<file path="src/rtl/writeback_pkg.sv">
// Shared definitions for the MEM/WB writeback stage: wbSel codes, load funct3
// codes, FSM state encoding and the pending-load record held across a cache miss.
package writeback_pkg;

    localparam int unsigned RD_W = 5;

    // Writeback source select; code 3 is reserved and behaves as WB_ALU.
    localparam logic [1:0] WB_ALU  = 2'd0;
    localparam logic [1:0] WB_LOAD = 2'd1;
    localparam logic [1:0] WB_PC4  = 2'd2;

    // Load size/sign encodings from the RV32I funct3 field.
    localparam logic [2:0] F3_LB  = 3'b000;
    localparam logic [2:0] F3_LH  = 3'b001;
    localparam logic [2:0] F3_LW  = 3'b010;
    localparam logic [2:0] F3_LBU = 3'b100;
    localparam logic [2:0] F3_LHU = 3'b101;

    typedef enum logic {
        RUN       = 1'b0,
        WAIT_LOAD = 1'b1
    } wb_state_e;

    // Fields of a load parked while the data cache has not yet answered.
    typedef struct packed {
        logic [RD_W-1:0] rd;
        logic            reg_write_n;
        logic [2:0]      funct3;
        logic [1:0]      off;
    } pend_load_t;

endpackage

</file>
<file path="src/rtl/load_extender.sv">
// Combinational load extender: picks the byte/halfword addressed by off out of
// an aligned cache word and sign- or zero-extends it according to funct3.
// Ports: word (aligned cache word), funct3 (load type), off (address[1:0]),
//        result_c (extended XLEN result).
module load_extender
    import writeback_pkg::*;
#(
    parameter int unsigned XLEN = 32
) (
    input  logic [XLEN-1:0] word,
    input  logic [2:0]      funct3,
    input  logic [1:0]      off,
    output logic [XLEN-1:0] result_c
);

    logic [7:0]  byte_sel;
    logic [15:0] half_sel;

    // Halfword select ignores off[0], so misaligned halfwords read the enclosing half.
    always_comb begin
        byte_sel = word[{off, 3'b000} +: 8];
        half_sel = off[1] ? word[31:16] : word[15:0];
    end

    always_comb begin
        result_c = word;
        unique case (funct3)
            F3_LB:   result_c = {{(XLEN-8){byte_sel[7]}}, byte_sel};
            F3_LBU:  result_c = {{(XLEN-8){1'b0}}, byte_sel};
            F3_LH:   result_c = {{(XLEN-16){half_sel[15]}}, half_sel};
            F3_LHU:  result_c = {{(XLEN-16){1'b0}}, half_sel};
            default: result_c = word;
        endcase
    end

endmodule

</file>
<file path="src/rtl/writeback_stage.sv">
// MEM/WB pipeline register and writeback stage. Selects ALU result, extended
// load data or PC+4 and drives the register bank; stalls upstream while a load
// waits on the data cache. Also counts retired instructions and stall cycles.
// Ports:
//   clock, reset (async, active-low)
//   in_valid/in_ready          : upstream handshake, in_ready=0 stalls EX/MEM
//   in_rd, in_regWrite, in_wbSel, in_funct3, in_aluResult, in_pcPlus4 : EX/MEM slot
//   cache_rdata, cache_ready   : data cache response
//   rd, regWrite, writeData    : register bank write port (regWrite active-low)
//   retired, stallCycles       : performance counters
module writeback_stage
    import writeback_pkg::*;
#(
    parameter int unsigned XLEN  = 32,
    parameter int unsigned CNT_W = 32
) (
    input  logic             clock,
    input  logic             reset,
    input  logic             in_valid,
    output logic             in_ready,
    input  logic [4:0]       in_rd,
    input  logic             in_regWrite,
    input  logic [1:0]       in_wbSel,
    input  logic [2:0]       in_funct3,
    input  logic [XLEN-1:0]  in_aluResult,
    input  logic [XLEN-1:0]  in_pcPlus4,
    input  logic [XLEN-1:0]  cache_rdata,
    input  logic             cache_ready,
    output logic [4:0]       rd,
    output logic             regWrite,
    output logic [XLEN-1:0]  writeData,
    output logic [CNT_W-1:0] retired,
    output logic [CNT_W-1:0] stallCycles
);

    wb_state_e        state_q, state_d;
    pend_load_t       pend_q, pend_d;
    logic [RD_W-1:0]  rd_q, rd_d;
    logic             we_n_q, we_n_d;
    logic [XLEN-1:0]  wd_q, wd_d;
    logic [CNT_W-1:0] retired_q, retired_d;
    logic [CNT_W-1:0] stall_q, stall_d;

    logic [2:0]       ext_f3;
    logic [1:0]       ext_off;
    logic [XLEN-1:0]  ext_c;

    logic             wr_en;
    logic [RD_W-1:0]  wr_rd;
    logic             wr_we_n;
    logic [XLEN-1:0]  wr_data;

    // A parked load extends with its latched fields; otherwise use the live slot.
    always_comb begin
        ext_f3  = (state_q == WAIT_LOAD) ? pend_q.funct3 : in_funct3;
        ext_off = (state_q == WAIT_LOAD) ? pend_q.off    : in_aluResult[1:0];
    end

    load_extender #(
        .XLEN (XLEN)
    ) u_load_extender (
        .word     (cache_rdata),
        .funct3   (ext_f3),
        .off      (ext_off),
        .result_c (ext_c)
    );

    // State register and output/counter registers.
    always_ff @(posedge clock or negedge reset) begin
        if (!reset) begin
            state_q   <= RUN;
            pend_q    <= '0;
            rd_q      <= '0;
            we_n_q    <= 1'b1;
            wd_q      <= '0;
            retired_q <= '0;
            stall_q   <= '0;
        end else begin
            state_q   <= state_d;
            pend_q    <= pend_d;
            rd_q      <= rd_d;
            we_n_q    <= we_n_d;
            wd_q      <= wd_d;
            retired_q <= retired_d;
            stall_q   <= stall_d;
        end
    end

    // Next-state, writeback selection and counter updates.
    always_comb begin
        state_d   = state_q;
        pend_d    = pend_q;
        rd_d      = rd_q;
        wd_d      = wd_q;
        we_n_d    = 1'b1;
        retired_d = retired_q;
        stall_d   = stall_q;
        wr_en     = 1'b0;
        wr_rd     = rd_q;
        wr_we_n   = 1'b1;
        wr_data   = wd_q;

        unique case (state_q)
            RUN: begin
                if (in_valid) begin
                    if (in_wbSel == WB_LOAD) begin
                        if (cache_ready) begin
                            wr_en   = 1'b1;
                            wr_rd   = in_rd;
                            wr_we_n = in_regWrite;
                            wr_data = ext_c;
                        end else begin
                            pend_d.rd          = in_rd;
                            pend_d.reg_write_n = in_regWrite;
                            pend_d.funct3      = in_funct3;
                            pend_d.off         = in_aluResult[1:0];
                            state_d            = WAIT_LOAD;
                        end
                    end else begin
                        wr_en   = 1'b1;
                        wr_rd   = in_rd;
                        wr_we_n = in_regWrite;
                        wr_data = (in_wbSel == WB_PC4) ? in_pcPlus4 : in_aluResult;
                    end
                end
            end
            WAIT_LOAD: begin
                stall_d = stall_q + CNT_W'(1);
                if (cache_ready) begin
                    wr_en   = 1'b1;
                    wr_rd   = pend_q.rd;
                    wr_we_n = pend_q.reg_write_n;
                    wr_data = ext_c;
                    state_d = RUN;
                end
            end
        endcase

        // x0 is never written; a suppressed write does not retire.
        if (wr_en) begin
            rd_d   = wr_rd;
            wd_d   = wr_data;
            we_n_d = wr_we_n | (wr_rd == '0);
        end
        if (!we_n_d) begin
            retired_d = retired_q + CNT_W'(1);
        end
    end

    assign in_ready    = (state_q == RUN);
    assign rd          = rd_q;
    assign regWrite    = we_n_q;
    assign writeData   = wd_q;
    assign retired     = retired_q;
    assign stallCycles = stall_q;

endmodule

</file>
<file path="config.mk">
export PLATFORM = sky130hd
export DESIGN_NAME = writeback_stage
export DESIGN_NICKNAME = d
export VERILOG_FILES = /design/src/rtl/writeback_pkg.sv /design/src/rtl/load_extender.sv /design/src/rtl/writeback_stage.sv
export SDC_FILE = /design/constraint.sdc
export NUM_CORES = 1
export LEC_CHECK = 0
export ABC_AREA = 0
export CAP_MARGIN = 5
export CORE_ASPECT_RATIO = 0.5
export CORE_UTILIZATION = 46
export CTS_BUF_LIST = sky130_fd_sc_hd__clkbuf_8 sky130_fd_sc_hd__clkbuf_16
export DETAILED_ROUTE_END_ITERATION = 6
export PLACE_DENSITY = 0.92
export SLEW_MARGIN = 30
export SYNTH_ARGS = -nofsm -noshare
export SYNTH_HDL_FRONTEND = slang
export SYNTH_SLANG_ARGS = --single-unit
export TNS_END_PERCENT = 20
</file>
<file path="constraint.sdc">
create_clock -name clock -period 3.61 [get_ports clock]
set_clock_uncertainty 0.15 [all_clocks]
set_input_delay 0.361 -clock clock [delete_from_list [all_inputs] [get_ports clock]]
set_output_delay 0.361 -clock clock [all_outputs]
set_load 0.1 [all_outputs]
</file>
==> qor_table.md, run 1 <==
| Group | Quantity | Reported |
|:---|:---|:---|
| synth | Primary flip-flop cell chosen by synthesis mapping | sky130_fd_sc_hd__dfrtp_1 |
| synth | Portion of synthesized cell area occupied by the leading cell type | 46.7% |
| synth | Number of flops mapped to enable cells by yosys | 0 |
| global route | Global-route wire length before repair | 29300 µm |
| setup path | Worst setup path category | flop to flop |
| floorplan | Die boundary height | 83.1 µm |
| synth | Flop and latch count out of synthesis | 114 |
| synth | Top cells by instance count after synthesis | 113 x sky130_fd_sc_hd__dfrtp_1, 58 x sky130_fd_sc_hd__a21oi_1, 49 x sky130_fd_sc_hd__xnor2_1 |
| synth | Mapped Nets | 725 |
| synth | Biggest area contributors in the synthesized netlist | sky130_fd_sc_hd__dfrtp_1 47%, sky130_fd_sc_hd__mux2i_1 7.8%, sky130_fd_sc_hd__xnor2_1 7.1% |
| synth | Yosys synthesis warning count | 0 |
| sta | Period utilization | 78.8% |
| cells and area | Growth of design area from synthesis to finish | 48.5% |
| floorplan | Die extent in x | 164 µm |
| global route | Initial antenna violation count | 0 |
| synth | Synth async-reset ratio | 100% |
| global route | Gr usage total | 27.4% |
| min path | Hold Path Class | flop to flop |
| cts | Clock latency of the later-clocked register in the worst-skew pair | 0.41 ns |
| route | Count of routing violations after the opening detailed-route iteration | 352 |
| route | ANT nets after route | 0 |
| setup path | Critical path endpoint category | flop |
| sta | Final critical delay including setup and external delays | 2.85 ns |
| cells and area | Share of cells above drive strength 1 | 8.26% |
| floorplan | Starting density of the core | 47.5% |
| sta | Fmax | 351 MHz |
| sta | Relative slew slack | 30.5% |
| floorplan | Number of top-level pins | 214 |
| floorplan | Die area | 0.0136 mm² |
| outcome | Run status | completed |
| power | Worst IR Drop VDD | 0.341 mV |
| setup path | Arr. time, crit path | 3.00 ns |
| power | Internal power summed over all cells | 3.06 mW |
| synth | Distinct cell type count after synthesis | 52 |
| synth | Cell taking the most area after synthesis | sky130_fd_sc_hd__dfrtp_1 |
| setup path | Worst Path Required | 3.76 ns |
| cells and area | Fillers | 923 |
| floorplan | Area of the placeable core | 0.0127 mm² |
| cts | Buffer depth of the longest clock path | 2 |
| place | Instance area at placement | 0.00837 mm² |
| synth | Post-Synthesis Mean Instance Area | 9.89 µm² |
| route | Count of vias placed by the detailed router | 5696 |
| power | Reported leakage power | 3.74 nW |
| place | IO buf count | 213 |
| sta | Hold violation total from the final report | 0 |
| sta | Worst setup slack after layout | 0.765 ns |
| route | Number of iterations in the first detailed-routing pass | 5 |
| place | Pre-CTS setup slack | 0.431 ns |
| cts | Number of hold-repair buffers added at the cts stage | 1 |
| cells and area | Layout Cell Area excl Fill | 0.00899 mm² |
| synth | Sequential share of the synthesized area | 47.2% |
| route | Aggregate routed wire length | 18100 µm |
| power | Combinational cell fraction of total power | 35.3% |
| sta | Transition time at the pin with the least slew margin | 1.04 ns |
| cts | Clock transition time at the flip-flop clock pins of the worst setup and hold paths | 0.06 ns |
| sta | Number of max-slew violations in the final report | 0 |
| route | WL per Instance | 18.0 µm |
| sta | Final setup violation count | 0 |
| power | Total power density per cell area | 569 mW/mm² |
| synth | Most instantiated library cell after synthesis | sky130_fd_sc_hd__dfrtp_1 |
| route | Count of unresolved DRC violations after routing | 0 |
| place | Detailed-placement wirelength estimate | 13000 µm |
| flow run | Max-cap viol count | 0 |
| cts | Clock Sinks | 114 |
| sta | Total negative slack for setup checks | 0 ns |
| cts | Clock tree from TritonCTS | done |
| power | Switching power as a share of total power | 40.1% |
| cts | Post-CTS resize count | 0 |
| floorplan | Count of standard-cell rows | 29 |
| synth | Synth Instances | 612 |
| cells and area | Nets | 936 |
| setup path | Crit start category | flop |
| route | Detail-routed via count per cell | 5.67 |
| power | Sequential power share | 30.9% |
| setup path | Largest fanout on the critical path | 17 |
| power | Part of the power in the clock network | 33.8% |
| global route | Sum of overflow across all layers after global routing | 0 |
| global route | Pin count of the biggest net entering global routing | 115 |
| cts | H-tree depth | 4 |
| cts | TritonCTS buffer count | 17 |
| global route | Via count of the first global-routing pass | 5795 |
| cts | Number of post-CTS setup repair buffers | 0 |
| cts | Root cell of the clock tree | sky130_fd_sc_hd__clkbuf_16 |
| cells and area | Inserted Diodes | 0 |
| sta | Unrepaired setup endpoints after global routing | false |
| place | Routability cong. | 0.878 |
| power | Net switching component of the power | 2.05 mW |
| synth | Synthesized area | 0.00605 mm² |
==> state kept, by name, indices dropped and copies added (netlist names) <==
register and cells:
pend_q 11, rd 5, regWrite 1, retired 32, stallCycles 32, state_q 1, writeData 32
==> cells in the final DEF (no fill, tap or decap), types with 3 or more instances in the layout <==
master                            instances
sky130_fd_sc_hd__a2111oi_0                7
sky130_fd_sc_hd__clkinvlp_4               4
sky130_fd_sc_hd__a21oi_1                 58
sky130_fd_sc_hd__inv_1                   15
sky130_fd_sc_hd__nand2_1                 28
sky130_fd_sc_hd__xor2_1                  13
sky130_fd_sc_hd__and4_1                   4
sky130_fd_sc_hd__nor3_1                  36
sky130_fd_sc_hd__a211o_1                  6
sky130_fd_sc_hd__and3_1                  19
sky130_fd_sc_hd__xnor2_1                 49
sky130_fd_sc_hd__o21ai_0                 22
sky130_fd_sc_hd__mux2i_1                 47
sky130_fd_sc_hd__bufinv_16                3
sky130_fd_sc_hd__nand3_1                 34
sky130_fd_sc_hd__buf_4                   16
sky130_fd_sc_hd__mux2_2                  13
sky130_fd_sc_hd__dfrtp_1                113
sky130_fd_sc_hd__nand4_1                 18
sky130_fd_sc_hd__nor2b_1                  5
sky130_fd_sc_hd__nor2_1                  38
sky130_fd_sc_hd__nand2b_1                 3
sky130_fd_sc_hd__a22oi_1                  6
sky130_fd_sc_hd__clkdlybuf4s50_1        211
sky130_fd_sc_hd__nand4b_1                 3
sky130_fd_sc_hd__clkbuf_16               17
==> power groups by stage <==
stage / clock network [mW] / registers, mW / logic [mW]
2_1_floorplan: 0 / 2.48 / 0.351
3_3_place_gp: 0 / 1.59 / 1.77
3_5_place_dp: 0 / 1.59 / 1.80
4_1_cts: 1.74 / 1.58 / 1.80
5_1_grt: 1.80 / 1.60 / 1.87
6_report: 1.73 / 1.58 / 1.80
==> stage by stage <==
step	instances	hold slack (ns)	power [mW]	util, %
floorplan	612	-0.0846	2.84	-
global placement	973	0.310	3.36	65.7
detailed placement	973	0.317	3.39	65.7
CTS	1005	0.329	5.12	70.6
global route	1005	0.343	5.27	70.6
finish	1005	0.326	5.11	70.6
==> metal layers <==
| metal | global-route usage [%] | wire length [µm] |
|---|---|---|
| met2 | 45.6 | 9030 |
| met1 | 34.6 | 7400 |
| met3 | 5.69 | 1120 |
| met5 | 0 | 0 |
| met4 | 11.6 | 538 |
==> cell families (layout without fill, tap and decap cells) <==
logic type,after synthesis,after routing,share of synthesized area [%]
compound gates,118,118,11.9
flops,114,114,47.2
fa+ha+maj,2,2,0.413
mux,62,62,10.8
simple gates,202,202,17.2
xor+xnor,62,62,8.97
buf+inv,52,275,3.56
==> critical path, stage by stage (launching register included) <==
cell,delay (ns)
sky130_fd_sc_hd__dfrtp_1,0.54
sky130_fd_sc_hd__buf_4,0.30
sky130_fd_sc_hd__mux2i_1,0.29
sky130_fd_sc_hd__mux4_2,0.35
sky130_fd_sc_hd__nor3_1,0.29
sky130_fd_sc_hd__a21o_1,0.52
sky130_fd_sc_hd__a21oi_1,0.09
sky130_fd_sc_hd__o21ai_0,0.21
==> worst paths after layout <==
kind | slack [ns] | cells past startpoint | startpoint | to
worst min-delay path | 0.33 | 1 | retired[31] | retired[31]
max in group asynchronous | 2.42 | 3 | reset | writeData[16]
worst max register to register | 0.76 | 7 | state_q | writeData[17]
min in group asynchronous | 0.42 | 3 | reset | retired[22]
worst min register to register | 0.33 | 1 | retired[31] | retired[31]
worst max-delay path | 0.76 | 7 | state_q | writeData[17]
==> final cells by class <==
class	count	area, µm²	share of cell area, %
multi-input combinational	446	2990	33.3
timing repair buffer	229	2260	25.2
sequential	114	2850	31.8
tap	170	213	2.37
clock inverter	12	156	1.74
inverter	15	56.3	0.626
clock buffer	19	453	5.04
(Power assumes the default switching activity.)
==> run 2, diff against run 1 <==
--- a/config.mk
+++ b/config.mk
@@ -8,10 +8,10 @@
 export ABC_AREA = 0
 export CAP_MARGIN = 5
 export CORE_ASPECT_RATIO = 0.5
-export CORE_UTILIZATION = 46
+export CORE_UTILIZATION = 41
 export CTS_BUF_LIST = sky130_fd_sc_hd__clkbuf_8 sky130_fd_sc_hd__clkbuf_16
 export DETAILED_ROUTE_END_ITERATION = 6
-export PLACE_DENSITY = 0.92
+export PLACE_DENSITY = 0.87
 export SLEW_MARGIN = 30
 export SYNTH_ARGS = -nofsm -noshare
 export SYNTH_HDL_FRONTEND = slang
==> constraint.sdc (replaced) <==
create_clock -name clock -period 2.4 [get_ports clock]
set_clock_uncertainty 0.15 [all_clocks]
set_input_delay 0.24 -clock clock [delete_from_list [all_inputs] [get_ports clock]]
set_output_delay 0.24 -clock clock [all_outputs]
set_load 0.1 [all_outputs]
==> qor_table.md, run 2 (same netlist as run 1, synthesis figures left out) <==
| Group | Quantity | Reported | Delta |
|:---|:---|:---|:---|
| outcome | Run status | completed | unchanged |
| cells and area | Nets | 978 | was 936 |
| setup path | Critical path endpoint category | flop | unchanged |
| flow run | Max-cap viol count | 0 | unchanged |
| place | Pre-CTS setup slack | -0.467 ns | was 0.431 ns |
| cells and area | Inserted Diodes | 0 | unchanged |
| sta | Fmax | 418 MHz |  |
| cts | Root cell of the clock tree | sky130_fd_sc_hd__clkbuf_16 | unchanged |
| cts | Clock transition time at the flip-flop clock pins of the worst setup and hold paths | 0.06 ns | about the same |
| sta | Hold violation total from the final report | 0 | unchanged |
| place | IO buf count | 213 | unchanged |
| setup path | Worst setup path category | input pin to flop | was flop to flop |
| cts | Buffer depth of the longest clock path | 2 | unchanged |
| cells and area | Share of cells above drive strength 1 | 27.9% | was 8.26% |
| place | Detailed-placement wirelength estimate | 13900 µm | was 13000 µm |
| power | Worst IR Drop VDD | 0.498 mV | was 0.341 mV |
| route | Aggregate routed wire length | 18800 µm | was 18100 µm |
| route | WL per Instance | 17.6 µm | was 18.0 µm |
| sta | Worst slack on hold paths | 0.241 ns | was 0.326 ns |
| cts | Clock tree from TritonCTS | done | unchanged |
| setup path | Worst r2r src | state_q | unchanged |
| min path | Hold Path Class | input pin to async pin | was flop to flop |
| floorplan | Area of the placeable core | 0.0140 mm² | was 0.0127 mm² |
| cts | Clock latency of the later-clocked register in the worst-skew pair | 0.40 ns | was 0.41 ns |
| power | Overall power of the completed layout | 7.72 mW | was 5.11 mW |
| cts | TritonCTS buffer count | 17 | unchanged |
| global route | Via count of the first global-routing pass | 5784 | was 5795 |
| power | Total power density per cell area | 835 mW/mm² | was 569 mW/mm² |
| route | ANT nets after route | 0 | unchanged |
| sta | Total negative slack for setup checks | 0 ns | unchanged |
| cells and area | Growth of design area from synthesis to finish | 52.8% | was 48.5% |
| sta | Final critical delay including setup and external delays | 2.39 ns |  |
| power | Sequential power share | 31.1% | was 30.9% |
| power | Part of the power in the clock network | 33.3% | was 33.8% |
| power | Combinational cell fraction of total power | 35.6% | was 35.3% |
| cts | Clock Sinks | 114 | unchanged |
| cells and area | Most common library cell in the layout ignoring fill and taps | sky130_fd_sc_hd__buf_4 | was sky130_fd_sc_hd__clkdlybuf4s50_1 |
| setup path | Largest fanout on the critical path | 5 | was 17 |
| global route | Gr usage total | 25.3% | was 27.4% |
| sta | Unrepaired setup endpoints after global routing | true | was false |
| power | Switching power as a share of total power | 39.9% | was 40.1% |
| cells and area | Fillers | 1091 | was 923 |
| sta | Relative slew slack | 56.7% | was 30.5% |
| global route | Global-route wire length before repair | 30100 µm | was 29300 µm |
| place | Routability cong. | 0.900 | was 0.878 |
| floorplan | Number of top-level pins | 214 | unchanged |
| cells and area | Post-layout instance count excluding filler cells | 1070 | was 1005 |
| floorplan | Count of standard-cell rows | 30 | was 29 |
| floorplan | Die boundary height | 87.9 µm | was 83.1 µm |
| route | Count of unresolved DRC violations after routing | 0 | unchanged |
| route | Detail-routed via count per cell | 5.43 | was 5.67 |
| floorplan | Starting density of the core | 43.3% | was 47.5% |
| cells and area | Top library cells by usage in the layout, fill and taps aside | 150 x sky130_fd_sc_hd__buf_4, 109 x sky130_fd_sc_hd__clkdlybuf4s50_1, 86 x sky130_fd_sc_hd__dfrtp_1 | was 211 x sky130_fd_sc_hd__clkdlybuf4s50_1, 113 x sky130_fd_sc_hd__dfrtp_1, 58 x sky130_fd_sc_hd__a21oi_1 |
| floorplan | Die extent in x | 174 µm | was 164 µm |
| global route | Pin count of the biggest net entering global routing | 51 | was 115 |
| setup path | Critical path origin | cache_ready | was state_q |
| setup path | Crit start category | input pin | was flop |
| global route | Initial antenna violation count | 0 | unchanged |
| power | Internal power summed over all cells | 4.64 mW | was 3.06 mW |
| sta | Number of max-slew violations in the final report | 0 | unchanged |
| floorplan | Die area | 0.0153 mm² | was 0.0136 mm² |
| route | Count of routing violations after the opening detailed-route iteration | 285 | was 352 |
| route | Number of iterations in the first detailed-routing pass | 5 | unchanged |
| sta | Period utilization | 99.7% |  |
| global route | Sum of overflow across all layers after global routing | 0 | unchanged |
| setup path | Worst Path Required | 2.52 ns | was 3.76 ns |
| route | Count of vias placed by the detailed router | 5813 | was 5696 |
| place | Placed instance count | 1032 | was 973 |
| sta | Worst setup slack after layout | 0.00814 ns | was 0.765 ns |
| cts | H-tree depth | 4 | unchanged |
| power | Net switching component of the power | 3.08 mW | was 2.05 mW |
| sta | Final setup violation count | 0 | unchanged |
| setup path | Arr. time, crit path | 2.51 ns | was 3.00 ns |
| sta | Transition time at the pin with the least slew margin | 0.650 ns | was 1.04 ns |
| power | Reported leakage power | 4.14 nW | was 3.74 nW |
## run 2: cell count changes in the layout (fill, tap and decap cells not counted), sizes merged
cell,previous run,this run
buf,17,161
clkdlybuf4s50,211,109
clkinvlp,4,1
inv,17,19
clkbuf,19,20
clkinv,3,4
## run 2: repair_timing
item | CTS | global route
gates resized for setup | 9 | 20
setup buffers | 4 | 1
pin swaps | 0 | 5
endpoints found under the hold margin | 43 | 0
endpoints found under the setup margin | 39 | 51
hold buffers | 1 | 0
## run 2: metrics by stage
step	util (%)	instance area, µm²
3_5_place_dp	61.1	8530
5_1_grt	66.2	9250
3_3_place_gp	61.1	8530
6_report	66.2	9250
4_1_cts	66.0	9220
2_1_floorplan	-	6090
## run 2: worst max-delay path, stage by stage
cell and delay (ns):
sky130_fd_sc_hd__clkdlybuf4s50_1 0.47, sky130_fd_sc_hd__or3b_2 0.52, sky130_fd_sc_hd__o211ai_1 0.11, sky130_fd_sc_hd__o2111ai_1 0.16, sky130_fd_sc_hd__or4_4 0.59, sky130_fd_sc_hd__nand2_2 0.11, sky130_fd_sc_hd__mux2_1 0.32
## run 2: worst paths after layout
check	endpoint	slack [ns]	cells past startpoint
max in group asynchronous	stallCycles[6]	1.14	3
min	writeData[17]	0.24	2
max	retired[1]	0.008	7
min in group clock	stallCycles[31]	0.33	1
min reg2reg	stallCycles[31]	0.33	1
max reg2reg	retired[1]	0.03	7
## run 2: final cells by class
cell class	instances	area, µm²	share of cell area, %
sequential	114	2890	31.2
tap	192	240	2.60
timing repair buffer	271	2420	26.1
clock inverter	12	144	1.56
clock buffer	20	467	5.05
multi-input combinational	446	3040	32.9
inverter	15	56.3	0.609
## run 2: power groups by stage
stage                     clock network [mW]  registers [mW]  logic [mW]
after CTS                               2.61            2.39        2.73
after floorplan                            0            3.75       0.527
final                                   2.57            2.40        2.75
after global routing                    2.72            2.44        2.86
after global placement                     0            2.41        2.66
after detailed placement                   0            2.42        2.71
## run 2: per-layer routing
metal | track usage [%] | part of all wire [%]
met5 | 0 | 0
met4 | 9.09 | 2.1
met3 | 6.64 | 5.7
met2 | 44.3 | 51
met1 | 30.7 | 42
==> run 3, diff against run 2 <==
--- a/config.mk
+++ b/config.mk
@@ -7,11 +7,13 @@
 export LEC_CHECK = 0
 export ABC_AREA = 0
 export CAP_MARGIN = 5
+export CELL_PAD_IN_SITES_DETAIL_PLACEMENT = 2
+export CELL_PAD_IN_SITES_GLOBAL_PLACEMENT = 2
 export CORE_ASPECT_RATIO = 0.5
-export CORE_UTILIZATION = 41
+export CORE_UTILIZATION = 24
 export CTS_BUF_LIST = sky130_fd_sc_hd__clkbuf_8 sky130_fd_sc_hd__clkbuf_16
 export DETAILED_ROUTE_END_ITERATION = 6
-export PLACE_DENSITY = 0.87
+export PLACE_DENSITY = 0.86
 export SLEW_MARGIN = 30
 export SYNTH_ARGS = -nofsm -noshare
 export SYNTH_HDL_FRONTEND = slang
==> qor_table.md, run 3 (same netlist as run 1, synthesis figures left out) <==
| Group | Quantity | Reported | Delta |
|:---|:---|:---|:---|
| outcome | Run status | finished with violations | was completed |
| outcome | Violations in the final reports | negative setup slack |  |
| setup path | Arr. time, crit path | 2.71 ns | was 2.51 ns |
| place | Detailed-placement wirelength estimate | 19100 µm | was 13900 µm |
| power | Net switching component of the power | 3.29 mW | was 3.08 mW |
| setup path | Critical Path Slowest Stage Cell | sky130_fd_sc_hd__or4_4 | unchanged |
| floorplan | Die area | 0.0259 mm² | was 0.0153 mm² |
| route | WL per Instance | 21.3 µm | was 17.6 µm |
| global route | Pin count of the biggest net entering global routing | 62 | was 51 |
| cells and area | Top library cells by usage in the layout, fill and taps aside | 148 x sky130_fd_sc_hd__buf_4, 107 x sky130_fd_sc_hd__clkdlybuf4s50_1, 85 x sky130_fd_sc_hd__dfrtp_1 | was 150 x sky130_fd_sc_hd__buf_4, 109 x sky130_fd_sc_hd__clkdlybuf4s50_1, 86 x sky130_fd_sc_hd__dfrtp_1 |
| cells and area | Nets | 978 | unchanged |
| setup path | Worst r2r src | state_q | unchanged |
| floorplan | Die extent in x | 227 µm | was 174 µm |
| sta | Final critical delay including setup and external delays | 2.52 ns | was 2.39 ns |
| sta | Hold violation total from the final report | 0 | unchanged |
| cts | Clock Sinks | 114 | unchanged |
| power | Overall power of the completed layout | 7.75 mW | was 7.72 mW |
| setup path | Critical path endpoint category | flop | unchanged |
| power | Part of the power in the clock network | 31.7% | was 33.3% |
| setup path | Capture point of the worst reg-to-reg path | retired[25] | was retired[1] |
| global route | Initial antenna violation count | 3 | was 0 |
| min path | Hold Path Class | input pin to async pin | unchanged |
| cells and area | Growth of design area from synthesis to finish | 57.6% | was 52.8% |
| floorplan | Starting density of the core | 24.8% | was 43.3% |
| setup path | Number of cells on the worst reg-to-reg path | 8 | was 7 |
| cts | H-tree depth | 4 | unchanged |
| sta | Worst slack on hold paths | 0.168 ns | was 0.241 ns |
| power | Worst IR Drop VDD | 0.542 mV | was 0.498 mV |
| cells and area | Most common library cell in the layout ignoring fill and taps | sky130_fd_sc_hd__buf_4 | unchanged |
| power | Sequential power share | 31.2% | was 31.1% |
| place | Routability cong. | 0.847 | was 0.900 |
| global route | Sum of overflow across all layers after global routing | 0 | unchanged |
| setup path | Worst Path Required | 2.59 ns | was 2.52 ns |
| sta | Period utilization | 105% | was 99.7% |
| floorplan | Area of the placeable core | 0.0244 mm² | was 0.0140 mm² |
| route | Count of vias placed by the detailed router | 5982 | was 5813 |
| power | Internal power summed over all cells | 4.46 mW | was 4.64 mW |
| route | Aggregate routed wire length | 25900 µm | was 18800 µm |
| cts | Clock tree from TritonCTS | done | unchanged |
| power | Reported leakage power | 4.17 nW | was 4.14 nW |
| setup path | Sequence of cells on the critical path | mux2i_4 -> nand2b_4 -> a221o_1 -> or4_4 -> buf_6 -> clkbuf_16 -> nand4b_1 -> xnor2_1 | was clkdlybuf4s50_1 -> or3b_2 -> o211ai_1 -> o2111ai_1 -> or4_4 -> nand2_2 -> mux2_1 |
| setup path | Largest fanout on the critical path | 7 | was 5 |
| cts | Clock latency of the later-clocked register in the worst-skew pair | 0.42 ns | was 0.40 ns |
| sta | Number of max-slew violations in the final report | 0 | unchanged |
| sta | Unrepaired setup endpoints after global routing | true | unchanged |
| sta | Relative slew slack | 49.4% | was 56.7% |
| power | Switching power as a share of total power | 42.4% | was 39.9% |
| global route | Global-route wire length before repair | 40100 µm | was 30100 µm |
| setup path | Crit start category | flop | was input pin |
| route | Detail-routed via count per cell | 4.92 | was 5.43 |
| power | Combinational cell fraction of total power | 37.1% | was 35.6% |
| sta | Final setup violation count | 31 | was 0 |
| setup path | R2R setup slack | -0.12 ns | was 0.03 ns |
| floorplan | Number of top-level pins | 214 | unchanged |
| setup path | Max incr delay on CP | 0.51 ns | was 0.59 ns |
| cts | Root cell of the clock tree | sky130_fd_sc_hd__clkbuf_16 | unchanged |
| floorplan | Count of standard-cell rows | 40 | was 30 |
| route | Count of routing violations after the opening detailed-route iteration | 221 | was 285 |
| cts | TritonCTS buffer count | 17 | unchanged |
| sta | Fmax | 397 MHz | was 418 MHz |
| cts | Clock transition time at the flip-flop clock pins of the worst setup and hold paths | 0.06 ns | about the same |
| floorplan | Die boundary height | 114 µm | was 87.9 µm |
| setup path | Worst setup path category | flop to flop | was input pin to flop |
| global route | Gr usage total | 20.6% | was 25.3% |
| flow run | Max-cap viol count | 0 | unchanged |
| sta | Transition time at the pin with the least slew margin | 0.756 ns | was 0.650 ns |
| route | Count of unresolved DRC violations after routing | 0 | unchanged |
| cts | Buffer depth of the longest clock path | 2 | unchanged |
| place | Pre-CTS setup slack | -0.637 ns | was -0.467 ns |
| global route | Via count of the first global-routing pass | 6986 | was 5784 |
| place | IO buf count | 213 | unchanged |
| route | ANT nets after route | 0 | unchanged |
| route | Number of iterations in the first detailed-routing pass | 4 | was 5 |
| power | Total power density per cell area | 812 mW/mm² | was 835 mW/mm² |
| sta | Worst setup slack after layout | -0.117 ns | was 0.00814 ns |
| cells and area | Share of cells above drive strength 1 | 29.7% | was 27.9% |
-- run 3: changes by cell type in the layout (fill, tap and decap cells not counted), sizes merged --
cell           before  now
diode               0    2
dlygate4sd2         0    2
bufinv              3    1
buf               161  160
clkinvlp            1    3
clkdlybuf4s50     109  107
clkbuf             20   21
inv                19   17
clkinv              4    6
-- run 3: through the flow --
step,instance area [µm²],std cells,TNS [ns],util (%)
floorplan,6090,612,-1.36,-
global placement,8770,1180,-24.48,36.0
detailed placement,8770,1180,-30.52,36.0
CTS,9450,1214,-1.33,38.8
global route,9540,1216,-4.91,39.1
finish,9540,1216,-1.96,39.1
-- run 3: worst max-delay path by stage --
stage               slack (ns)  cells after the start            end        start
floorplan                -0.10                      8  writeData[22]      state_q
global placement         -0.52                      9    retired[24]  in_wbSel[0]
detailed placement       -0.64                      9    retired[24]  in_wbSel[0]
CTS                       -0.1                      8    retired[24]      state_q
global route             -0.19                      8    retired[25]      state_q
finish                   -0.12                      8    retired[25]      state_q
-- run 3: what timing repair did --
item                                   in CTS  in global routing
pin swaps                                   4                  4
endpoints found under the hold margin      33                  0
cloned                                      0                  1
resized for setup                          26                 30
hold buffers                                1                  0
buffers inserted                            1                  0
setup endpoints to repair                  64                 68
-- run 3: layout make-up --
cell class | instances | area, µm²
well taps | 336 | 420
diodes | 2 | 5.00
clock inverters | 12 | 93.8
fillers | 2593 | 14800
inverters | 15 | 56.3
multi-input cells | 446 | 3160
clock buffers | 20 | 467
flip-flops and latches | 114 | 2890
repair buffers | 271 | 2450
-- run 3: metal layers --
layer / track usage (%) / vias to the layer above / wire, µm / part of all wire, %
li1: - / 2708 / - / -
met1: 23.4 / 3082 / 10700 / 41
met4: 11.4 / 2 / 928 / 3.6
met2: 36.7 / 137 / 13500 / 52
met3: 3.82 / 53 / 790 / 3.0
met5: 0 / - / 17 / 0.066
-- run 3: worst max-delay path, delay by kind of cell, from the launching register on --
family,cells,cell delay [ns]
AO/OA/AOI/OAI,1,0.31
multiplexers,1,0.23
buffers and inverters,2,0.32
AND/OR/NAND/NOR,3,0.80
XOR/XNOR,1,0.13
flip-flops,1,0.50
-- run 3: power by group through the flow --
stage | combinational, mW | clock, mW | sequential (mW)
final | 2.87 | 2.46 | 2.41
after global placement | 2.72 | 0 | 2.41
after floorplan | 0.527 | 0 | 3.75
after global routing | 2.99 | 2.58 | 2.45
after CTS | 2.84 | 2.50 | 2.41
after detailed placement | 2.80 | 0 | 2.43
